`src/rtl/pet_key_injector.sv`:
```
// pet_key_injector: buffers PET key codes from a byte stream and replays each one into
// the keyboard matrix, held for HOLD_TICKS scan ticks and released for GAP_TICKS ticks.
module pet_key_injector #(
   parameter int HOLD_TICKS = 3,
   parameter int GAP_TICKS  = 2,
   parameter int FIFO_DEPTH = 16
) (
   input  logic       clk,
   input  logic       reset_n,
   input  logic [7:0] in_data,
   input  logic       in_valid,
   output logic       in_ready,
   input  logic       tick,
   input  logic [3:0] keyrow,
   output logic [7:0] keyin,
   output logic       busy,
   output logic       bad_code
);

   // state | meaning
   // IDLE  | no key active; pops the FIFO head when one is available
   // PRESS | key_reg held down until HOLD_TICKS ticks have been counted
   // GAP   | key released until GAP_TICKS ticks have been counted
   localparam logic [1:0] ST_IDLE  = 2'd0;
   localparam logic [1:0] ST_PRESS = 2'd1;
   localparam logic [1:0] ST_GAP   = 2'd2;

   localparam int          AW        = $clog2(FIFO_DEPTH);
   localparam logic [AW:0] FULL_CNT  = (AW+1)'(FIFO_DEPTH);
   localparam logic [AW:0] CNT_ONE   = (AW+1)'(1);
   localparam logic [AW-1:0] PTR_ONE = AW'(1);
   localparam logic [3:0]  HOLD_LAST = 4'(HOLD_TICKS - 1);
   localparam logic [3:0]  GAP_LAST  = 4'(GAP_TICKS - 1);

   logic [7:0]    fifo_mem [FIFO_DEPTH];
   logic [AW-1:0] wr_ptr;
   logic [AW-1:0] rd_ptr;
   logic [AW:0]   fifo_cnt;
   logic          fifo_empty;
   logic          push;
   logic          pop;
   logic [7:0]    head;

   logic [1:0]    state;
   logic [3:0]    tick_cnt;
   logic [7:0]    key_reg;

   assign fifo_empty = (fifo_cnt == '0);
   assign in_ready   = (fifo_cnt != FULL_CNT);
   assign push       = in_valid && in_ready;
   assign pop        = (state == ST_IDLE) && !fifo_empty;
   assign head       = fifo_mem[rd_ptr];
   assign busy       = (state != ST_IDLE) || !fifo_empty;

   always_ff @(posedge clk) begin
      if (push) begin
         fifo_mem[wr_ptr] <= in_data;
      end
   end

   always_ff @(posedge clk) begin
      if (!reset_n) begin
         wr_ptr   <= '0;
         rd_ptr   <= '0;
         fifo_cnt <= '0;
      end else begin
         if (push) begin
            wr_ptr <= wr_ptr + PTR_ONE;
         end
         if (pop) begin
            rd_ptr <= rd_ptr + PTR_ONE;
         end
         case ({push, pop})
            2'b10:   fifo_cnt <= fifo_cnt + CNT_ONE;
            2'b01:   fifo_cnt <= fifo_cnt - CNT_ONE;
            default: fifo_cnt <= fifo_cnt;
         endcase
      end
   end

   // The tick that lands on a state change is consumed by that change, never by the next state.
   always_ff @(posedge clk) begin
      if (!reset_n) begin
         state    <= ST_IDLE;
         tick_cnt <= '0;
         key_reg  <= 8'h00;
         bad_code <= 1'b0;
      end else begin
         bad_code <= 1'b0;
         case (state)
            ST_IDLE: begin
               if (pop) begin
                  key_reg  <= head;
                  tick_cnt <= '0;
                  if (head[6:3] <= 4'd9) begin
                     state <= ST_PRESS;
                  end else begin
                     bad_code <= 1'b1;
                  end
               end
            end
            ST_PRESS: begin
               if (tick) begin
                  if (tick_cnt == HOLD_LAST) begin
                     state    <= ST_GAP;
                     tick_cnt <= '0;
                  end else begin
                     tick_cnt <= tick_cnt + 4'd1;
                  end
               end
            end
            ST_GAP: begin
               if (tick) begin
                  if (tick_cnt == GAP_LAST) begin
                     state    <= ST_IDLE;
                     tick_cnt <= '0;
                  end else begin
                     tick_cnt <= tick_cnt + 4'd1;
                  end
               end
            end
            default: begin
               state    <= ST_IDLE;
               tick_cnt <= '0;
            end
         endcase
      end
   end

   // Shifted keys also pull the left-shift position (row 8, column 0).
   always_comb begin
      keyin = 8'hFF;
      if (state == ST_PRESS) begin
         if (keyrow == key_reg[6:3]) begin
            keyin[key_reg[2:0]] = 1'b0;
         end
         if (key_reg[7] && (keyrow == 4'd8)) begin
            keyin[0] = 1'b0;
         end
      end
   end

endmodule

```
`config.mk`:
```
export PLATFORM = sky130hd
export DESIGN_NAME = pet_key_injector
export DESIGN_NICKNAME = d
export VERILOG_FILES = /design/src/rtl/pet_key_injector.sv
export SDC_FILE = /design/constraint.sdc
export NUM_CORES = 1
export LEC_CHECK = 0
export CORE_ASPECT_RATIO = 1.1
export CORE_MARGIN = 4
export CORE_UTILIZATION = 60
export DETAILED_ROUTE_END_ITERATION = 8
export PLACE_DENSITY_LB_ADDON = 0.2
export SYNTH_ARGS = -nofsm -noshare
export SYNTH_HDL_FRONTEND = slang
export SYNTH_SLANG_ARGS = --single-unit
export TNS_END_PERCENT = 1
```
`constraint.sdc`:
```
create_clock -name clk -period 8.3 [get_ports clk]
set_input_delay 1.245 -clock clk [delete_from_list [all_inputs] [get_ports clk]]
set_output_delay 1.245 -clock clk [all_outputs]
set_load 0.01 [all_outputs]
```
==> impl_metrics.tcl <==
set metrics [dict create \
    outcome "complete, no violations" \
    core-area_um2 10590 \
    seq_area_um2 4486 \
    maxSlewViolCount 0 \
    p_switching_uw 621.8 \
    fin_skew_ns 0.008681 \
    tightest_slew_ns 0.9320 \
    remaining_drc_errors 0 \
    clock_power_share_pct 34.5 \
    start_util_pct 62.46 \
    htreeDepth 4 \
    cts_buffers 17 \
    ctsResizeCount 0 \
    antenna_cells 0 \
    synth-seq-cells 160 \
    yosysSeqAreaShare_pct 67.80 \
    cts_hold_buf 0 \
    worst_hold_slack_ns 0.4729 \
    mostFrequentLayoutCell "edfxtp_1" \
    vdd_drop_max_uv 171.3 \
    max_freq_ghz 0.2362 \
    grt_max_degree 33 \
    wl_mm 12.04 \
    grt_pass1_vias 3502 \
    grt-ovfl-total 0 \
    rsz0062_at_grt "false" \
    root_buffer "clkbuf_16" \
    drive_above_1_share_pct 16.01 \
    synthArstFlopShare_pct 0 \
    p_per_area_nw_per_um2 293.0 \
    seqPwrFrac_pct 42.4 \
    crit_arrival_ns 2.99 \
    ys_types 47 \
    syn2layout_area_growth_pct 14.70 \
    portBuffers 26 \
    power_frac_comb_pct 23.1 \
    swShare_pct 27.98 \
    layout.cells.non_filler 599 \
    vias_per_cell 5.768 \
    chipWidth_um 108.1 \
    worstSetupPathType "primary input to output port" \
    cp-end-kind "output port" \
    period_minus_slack_ns 4.234 \
    setup_tns_ns 0 \
    cts_tree "yes" \
    cp_data_required_time_ns 7.05 \
    vias 3455 \
    dp_cells 567 \
    wire_per_inst_um 20.11 \
    placed_area_um2 7002 \
    final_nets 472 \
    rows 39 \
    grt_first_pass_wirelength_mm 19.19 \
    n_fill_cell 689 \
    yosysWarnings 0 \
    drv_cap 0 \
    antenna_found_initial 0 \
    drt-initial-drc-count 271 \
    cts_sinks 160 \
    cp-start-kind "primary input" \
    syn_nets 439 \
    ios 27 \
    synth_edf_count 128 \
    die_h_um 118.1 \
    die-area_um2 12770 \
    gp_congestion 0.7492 \
    drt_pass1_iterations 4 \
    slowest_delay_ns 0.49 \
    multi_input_area_um2 1979 \
    path_clk_slew_ns 0.06 \
    post_cts_buffers 0 \
    grt_usage_pct 20.44 \
    fin_crit_sh_pct 51.02 \
    cpMaxStageDelayCell "clkdlybuf4s50_1" \
    clk_latency_ns 0.42 \
    ys.flop_type "edfxtp_1" \
    power.internal_mw 1.601 \
    synth_cells 410 \
    cp_top_family "buffers and inverters" \
    detail-route-antenna-nets 0 \
    syn-cell-area_um2 6614 \
    largest_reg_flops 128 \
    crit_fanout 4 \
    detailed_place_hpwl_mm 7.521 \
    setup_viol 0 \
    clockBufferDepth 2 \
    final_hold_viol_count 0 \
    syn_area_per_cell_um2 16.13 \
    finalInstanceArea_um2 7586 \
    p_leak_nw 2.485 \
    cp.buffers_inverters 2 \
    hp-class "register to register" \
    relSlewSlack_pct 37.64 \
    crit_chain "clkdlybuf4s50_1 -> xor2_1 -> nor3_1 -> nand3_1 -> nor2_1 -> nand3_1 -> clkdlybuf4s50_1" \
    mostFrequentLayoutCells "edfxtp_1 (128), nand2_1 (41), mux4_2 (32)" \
]
==> power by group through the flow <==
stage | logic, mW | registers, mW | clock network [mW]
after detailed placement | 0.514 | 0.960 | 0
final | 0.514 | 0.943 | 0.766
after floorplan | 0.403 | 0.953 | 0
after global routing | 0.571 | 0.948 | 0.812
after global placement | 0.502 | 0.958 | 0
after CTS | 0.521 | 0.944 | 0.777
==> worst paths after layout <==
check / startpoint / end / slack [ns] / cells after the start
worst max-delay path: keyrow[2] / keyin[6] / 4.07 / 7
worst max register to register: fifo_cnt[0] / fifo_cnt[4] / 4.97 / 12
worst min-delay path: key_reg[7] / key_reg[7] / 0.47 / 2
worst min register to register: key_reg[7] / key_reg[7] / 0.47 / 2
==> routing by layer <==
layer / part of all wire [%] / up-vias / GRT usage (%)
met3: 5.3 / 19 / 4.882
met5: 0 / - / 0
met1: 42 / 1720 / 27.17
met4: 1.6 / 0 / 7.735
li1: - / 1629 / -
met2: 51 / 87 / 32.97
==> cells in the mapped netlist (6+ instances only) <==
library cell	n	share of area, %
edfxtp_1	128	58
nand2_1	41	2.3
dfxtp_1	32	9.7
mux4_2	32	11
nor2_1	20	1.1
and2_1	12	1.1
ha_1	12	2.3
inv_1	12	0.68
clkbuf_1	10	0.57
o21ai_0	10	0.76
nand3_1	9	0.68
nor2b_1	9	0.85
xnor2_1	9	1.2
a21boi_0	6	0.68
a21oi_1	6	0.45
nor3_1	6	0.45
==> worst register-to-register path: cells and delay by family, from the launching register on <==
kind	cells	cell delay (ns)
AND/OR/NAND/NOR	6	1.49
adder cells (fa/ha/maj)	2	0.67
buffers and inverters	1	0.31
AO/OA/AOI/OAI	2	0.31
flip-flops	1	0.34
XOR/XNOR	1	0.08
==> cell type report <==
class | instances | share of cell area (%)
sequential | 160 | 59.13
multi-input combinational | 219 | 26.09
inverter | 12 | 0.5938
timing repair buffer | 33 | 4.123
clock buffer | 17 | 5.608
clock inverter | 15 | 2.095
tap | 143 | 2.359
==> stage by stage <==
stage	power [mW]	worst slack (ns)	utilization (%)
2_1_floorplan	1.355	5.079	-
3_3_place_gp	1.460	4.143	66.12
3_5_place_dp	1.474	4.060	66.12
4_1_cts	2.242	4.059	71.64
5_1_grt	2.332	3.840	71.64
6_report	2.222	4.066	71.64
==> kinds of logic after synthesis <==
| group | share of synthesized area (%) |
|---|---|
| AOI/OAI and AO/OA | 3.897 |
| DFF | 67.80 |
| adders and majority gates | 2.573 |
| and+or+nand+nor | 8.570 |
| buffers and inverters | 2.270 |
| xor gates and xnor gates | 1.854 |
| muxes | 13.03 |
No activity file was read; power rests on OpenSTA's default activity.
